==> config.mk <==
export PLATFORM = sky130hd
export DESIGN_NAME = load_extend_unit
export DESIGN_NICKNAME = d
export VERILOG_FILES = /design/src/rtl/load_extend_unit_pkg.sv /design/src/rtl/load_lane_extract.sv /design/src/rtl/load_extend_unit.sv
export SDC_FILE = /design/constraint.sdc
export NUM_CORES = 1
export LEC_CHECK = 0
export ABC_AREA = 1
export CAP_MARGIN = 10
export CORE_UTILIZATION = 47
export CTS_CLUSTER_SIZE = 25
export DETAILED_ROUTE_END_ITERATION = 7
export PLACE_DENSITY = 0.85
export SLEW_MARGIN = 10
export SYNTH_ARGS = -nofsm -noshare
export SYNTH_HDL_FRONTEND = slang
export SYNTH_HIERARCHICAL = 1
export SYNTH_SLANG_ARGS = --single-unit
export TNS_END_PERCENT = 5
==> constraint.sdc <==
create_clock -name CLK -period 2.82 [get_ports CLK]
set_input_delay 0.423 -clock CLK [delete_from_list [all_inputs] [get_ports CLK]]
set_output_delay 0.423 -clock CLK [all_outputs]
set_load 0.005 [all_outputs]
==> src/rtl/load_extend_unit_pkg.sv <==
// Shared load definitions: load-type codes, FSM states and
// helpers used by the load path, store-mask logic and control.
package load_extend_unit_pkg;

  typedef enum logic [2:0] {
    LT_LW  = 3'b000,
    LT_LH  = 3'b001,
    LT_LHU = 3'b010,
    LT_LB  = 3'b011,
    LT_LBU = 3'b100
  } load_type_e;

  typedef enum logic [1:0] {
    S_IDLE   = 2'b00,
    S_REQ    = 2'b01,
    S_FINISH = 2'b10
  } state_e;

  // Unknown codes behave as a full-word load.
  function automatic load_type_e norm_type(input logic [2:0] t);
    case (t)
      3'b001:  return LT_LH;
      3'b010:  return LT_LHU;
      3'b011:  return LT_LB;
      3'b100:  return LT_LBU;
      default: return LT_LW;
    endcase
  endfunction

  // Bytes never misalign; halves need even, words need 4-byte.
  function automatic logic is_misaligned(
    input load_type_e t,
    input logic [1:0] off
  );
    case (t)
      LT_LH, LT_LHU: return off[0];
      LT_LB, LT_LBU: return 1'b0;
      default:       return |off;
    endcase
  endfunction

endpackage

==> src/rtl/load_lane_extract.sv <==
// Big-endian lane select and sign/zero extension of a load word.
// Ports: word_i, offset_i, type_i in; value_o 32-bit result out.
module load_lane_extract
  import load_extend_unit_pkg::*;
(
  input  logic [31:0] word_i,
  input  logic [1:0]  offset_i,
  input  load_type_e  type_i,
  output logic [31:0] value_o
);

  logic [7:0]  byte_sel;
  logic [15:0] half_sel;

  always_comb begin
    byte_sel = word_i[31:24];
    case (offset_i)
      2'd0: byte_sel = word_i[31:24];
      2'd1: byte_sel = word_i[23:16];
      2'd2: byte_sel = word_i[15:8];
      2'd3: byte_sel = word_i[7:0];
      default: byte_sel = word_i[31:24];
    endcase
    half_sel = offset_i[1] ? word_i[15:0] : word_i[31:16];
  end

  always_comb begin
    value_o = word_i;
    case (type_i)
      LT_LB:   value_o = {{24{byte_sel[7]}}, byte_sel};
      LT_LBU:  value_o = {24'h0, byte_sel};
      LT_LH:   value_o = {{16{half_sel[15]}}, half_sel};
      LT_LHU:  value_o = {16'h0, half_sel};
      default: value_o = word_i;
    endcase
  end

endmodule

==> src/rtl/load_extend_unit.sv <==
// Load unit: captures a load, issues one memory read with timeout,
// extends the returned lane. Ports: CLK/RST, START/LOAD_TYPE/ADDR
// request, MEM_* memory side, O/DONE/BUSY/MISALIGNED/TIMED_OUT.
module load_extend_unit
  import load_extend_unit_pkg::*;
#(
  parameter int TIMEOUT = 15
) (
  input  logic        CLK,
  input  logic        RST,
  input  logic        START,
  input  logic [2:0]  LOAD_TYPE,
  input  logic [31:0] ADDR,
  input  logic [31:0] MEM_RDATA,
  input  logic        MEM_READY,
  output logic        MEM_REQ,
  output logic [31:0] MEM_ADDR,
  output logic [31:0] O,
  output logic        DONE,
  output logic        BUSY,
  output logic        MISALIGNED,
  output logic        TIMED_OUT
);

  localparam int CW_RAW = $clog2(TIMEOUT + 1);
  localparam int CW = (CW_RAW > 4) ? CW_RAW : 4;
  localparam logic [CW-1:0] CNT_MAX = CW'(TIMEOUT);

  state_e      state_q;
  load_type_e  type_q;
  logic [31:0] addr_q;
  logic [CW-1:0] cnt_q;
  logic [CW-1:0] cnt_d;
  logic [31:0] o_q;
  logic        req_q;
  logic        done_q;
  logic        busy_q;
  logic        mis_q;
  logic        to_q;
  logic [31:0] lane_val;
  load_type_e  type_in;

  assign type_in = norm_type(LOAD_TYPE);
  assign cnt_d   = cnt_q + 1'b1;

  load_lane_extract u_extract (
    .word_i   (MEM_RDATA),
    .offset_i (addr_q[1:0]),
    .type_i   (type_q),
    .value_o  (lane_val)
  );

  always_ff @(posedge CLK or posedge RST) begin
    if (RST) begin
      state_q <= S_IDLE;
      type_q  <= LT_LW;
      addr_q  <= '0;
      cnt_q   <= '0;
      o_q     <= '0;
      req_q   <= 1'b0;
      done_q  <= 1'b0;
      busy_q  <= 1'b0;
      mis_q   <= 1'b0;
      to_q    <= 1'b0;
    end else begin
      done_q <= 1'b0;
      mis_q  <= 1'b0;
      to_q   <= 1'b0;
      case (state_q)
        S_IDLE: begin
          if (START) begin
            type_q <= type_in;
            addr_q <= ADDR;
            cnt_q  <= '0;
            busy_q <= 1'b1;
            if (is_misaligned(type_in, ADDR[1:0])) begin
              state_q <= S_FINISH;
              done_q  <= 1'b1;
              mis_q   <= 1'b1;
            end else begin
              state_q <= S_REQ;
              req_q   <= 1'b1;
            end
          end
        end
        S_REQ: begin
          // Data on the final counted cycle still wins.
          if (MEM_READY) begin
            state_q <= S_FINISH;
            req_q   <= 1'b0;
            done_q  <= 1'b1;
            o_q     <= lane_val;
          end else begin
            cnt_q <= cnt_d;
            if (cnt_d == CNT_MAX) begin
              state_q <= S_FINISH;
              req_q   <= 1'b0;
              done_q  <= 1'b1;
              to_q    <= 1'b1;
              o_q     <= '0;
            end
          end
        end
        S_FINISH: begin
          state_q <= S_IDLE;
          busy_q  <= 1'b0;
        end
        default: begin
          state_q <= S_IDLE;
          req_q   <= 1'b0;
          busy_q  <= 1'b0;
        end
      endcase
    end
  end

  assign MEM_REQ    = req_q;
  assign MEM_ADDR   = {addr_q[31:2], 2'b00};
  assign O          = o_q;
  assign DONE       = done_q;
  assign BUSY       = busy_q;
  assign MISALIGNED = mis_q;
  assign TIMED_OUT  = to_q;

endmodule
==> impl_metrics.json <==
{
  "yosysWarnings": 6,
  "synth.area.top_cells": "dfrtp_1, nand2_1, nand3_1, buf_4, o21ai_1",
  "syn2layout_area_growth_pct": 30.9,
  "setup_viol": 0,
  "arrival_ns": 2.17,
  "final_cells": 797,
  "diodes": 0,
  "ant_nets": 0,
  "drt_iter0_drc": 310,
  "dieArea_um2": 9560,
  "yosys.area.top_type": "dfrtp_1",
  "period_share_pct": 69.3,
  "period_needed_ns": 1.95,
  "final.setup.worst_slack_ns": 0.867,
  "ctsHoldBuffers": 0,
  "grt_pass1_vias": 3806,
  "worstSkewPairLatency_ns": 0.35,
  "yosys-top-cells-count": "nand2_1, dfrtp_1, nand3_1, buf_4, inv_1",
  "fmax_mhz": 512,
  "grt_max_degree": 79,
  "peakVddDrop_uv": 448,
  "cts-buffers-inserted": 9,
  "p_switching_mw": 2.34,
  "max_cap_violations": 0,
  "tns_ns": 0,
  "routed_via_density": 5.05,
  "drcViolationCount": 10,
  "floorplan.die.width_um": 97.8,
  "synth_top_area_share_pct": 45.3,
  "hpwl_um": 8100,
  "cts_setup_buffers": 0,
  "path_clk_slew_ns": 0.09,
  "synth_most_common_cell": "nand2_1",
  "critPathLaunch": "addr_q[1]",
  "overflow": 0,
  "crit_type": "register to register",
  "tightest_slew_ns": 0.550,
  "utilization_pct": 64.1,
  "syn_inst": 590,
  "holdWs_ns": 0.467,
  "synth_edf_count": 0,
  "failed_checks": "design-rule violations",
  "final_hold_viol_count": 0,
  "combPwrFrac_pct": 51.7,
  "yosysUniqueCellTypes": 26,
  "r2r_slack_ns": 0.87,
  "boundaryPins": 140,
  "antenna_found_initial": 0,
  "seq_area_frac_synth_pct": 45.3,
  "seq_power_share_pct": 33.8,
  "p_per_area_nw_per_um2": 1030,
  "dr_total_vias": 4028,
  "dominantRegCellSynth": "dfrtp_1",
  "worst-r2r-cell-count": 8,
  "p_clk_share_pct": 14.5,
  "rows": 34,
  "synth_seq_cells": 78,
  "finalMaxSlewViolations": 0,
  "post_cts_resize_count": 0,
  "routedWlPerCell_um": 14.2,
  "dp_cells": 781,
  "dp_slack_ns": 0.742,
  "avgSynthCellArea_um2": 7.31,
  "outcome": "finished, violations left",
  "leakagePower_nw": 2.86,
  "num-fill-cells": 768,
  "track_usage_pct": 24.5,
  "switching_share_pct": 40.4,
  "core_um2": 8810,
  "clockBufferDepth": 2,
  "r2r_start": "addr_q[1]",
  "port_buffers": 137,
  "finalNetCount": 757,
  "worst-endpoint-required_ns": 3.04,
  "startpoint_type": "register",
  "gp_congestion": 0.879,
  "grt_pass1_wl_um": 18700,
  "routed_wl_um": 11300,
  "r2r-end": "O[25]",
  "syn_area_um2": 4310,
  "rsz0062_at_grt": "false",
  "cts_max_level": 3,
  "cts_tree": "yes",
  "final.setup_skew_ns": 0.0126,
  "initial_core_util_pct": 48.9,
  "intPower_mw": 3.45,
  "cp-end-kind": "register",
  "dieHeight_um": 97.8,
  "drive_gt1_share_pct": 5.22,
  "critPathMaxFanout": 24,
  "root_buffer": "clkbuf_8",
  "drtPass1Iterations": 8,
  "cts.sinks": 78,
  "hold_path_class": "input port to asynchronous set/reset pin",
  "async_flop_share_pct": 100,
  "slew_headroom_pct": 63.3
}
-- cell families after synthesis --
kind of cell               synth area share (%)
and+or+nand+nor                            36.1
DFF                                        45.3
buffers and inverters                      13.0
other                                    0.0870
AOI/OAI and AO/OA                          4.91
adders and majority gates                 0.580
-- worst max-delay path, cell delays in order (launching register included) --
cell and delay (ns):
dfrtp_1 0.61, buf_4 0.25, nand2_2 0.10, nand3_1 0.11, nand2_1 0.09, nand2_2 0.37
nand3_1 0.14, nand2_1 0.10, o21ai_1 0.06
-- per-stage QoR --
stage	area [um^2]	power, mW
after global routing	5640	6.29
after CTS	5640	5.83
after detailed placement	5450	4.96
after floorplan	4310	3.97
final	5640	5.79
after global placement	5450	4.87
-- cell usage in the layout, fill, tap and decap left out, drive strengths merged --
cell           count
a21oi              1
buf                5
bufinv             1
clkbuf            10
clkdlybuf4s50    137
clkinv             3
clkinvlp           1
conb               2
dfrtp             78
ha                 2
inv               36
nand2            299
nand3             59
nand3b             2
nand4              1
nor2              10
nor3               1
o21ai             40
o22ai              1
-- worst max-delay path by stage --
stage	endpoint	cells past startpoint
final	O[25]	8
after global routing	O[28]	8
after CTS	O[25]	8
after detailed placement	O[31]	9
after global placement	O[31]	9
after floorplan	BUSY	1
-- metal layers --
| metal | wire, um | GRT usage [%] |
|---|---|---|
| met1 | 4760 | 32.5 |
| met2 | 5480 | 39.2 |
| met3 | 741 | 4.01 |
| met4 | 345 | 11.8 |
| met5 | 0 | 0 |
-- area by class of cell --
cell class,instances,area [um^2],area share [%]
clock buffers,10,128,2.26
clock inverters,6,68.8,1.22
inverters,35,135,2.40
multi-input cells,418,1800,31.9
flip-flops and latches,78,1950,34.6
well taps,108,135,2.40
repair buffers,142,1420,25.2
-- power by group through the flow --
stage          combinational [mW]  clock (mW)  sequential, mW
2_1_floorplan                2.08           0            1.89
3_3_place_gp                 2.93           0            1.95
3_5_place_dp                 2.99           0            1.98
4_1_cts                      3.01       0.861            1.96
5_1_grt                      3.35       0.915            2.02
6_report                     3.00       0.838            1.96
-- sequential cells by signal (all words and copies together), names as in the netlist --
signal and count:
addr_q 32, state_q 2, BUSY 1, MEM_REQ 1, DONE 1, cnt_q 4, type_q 3, MISALIGNED 1
O 32, TIMED_OUT 1
No activity file was read; power rests on OpenSTA's default activity.
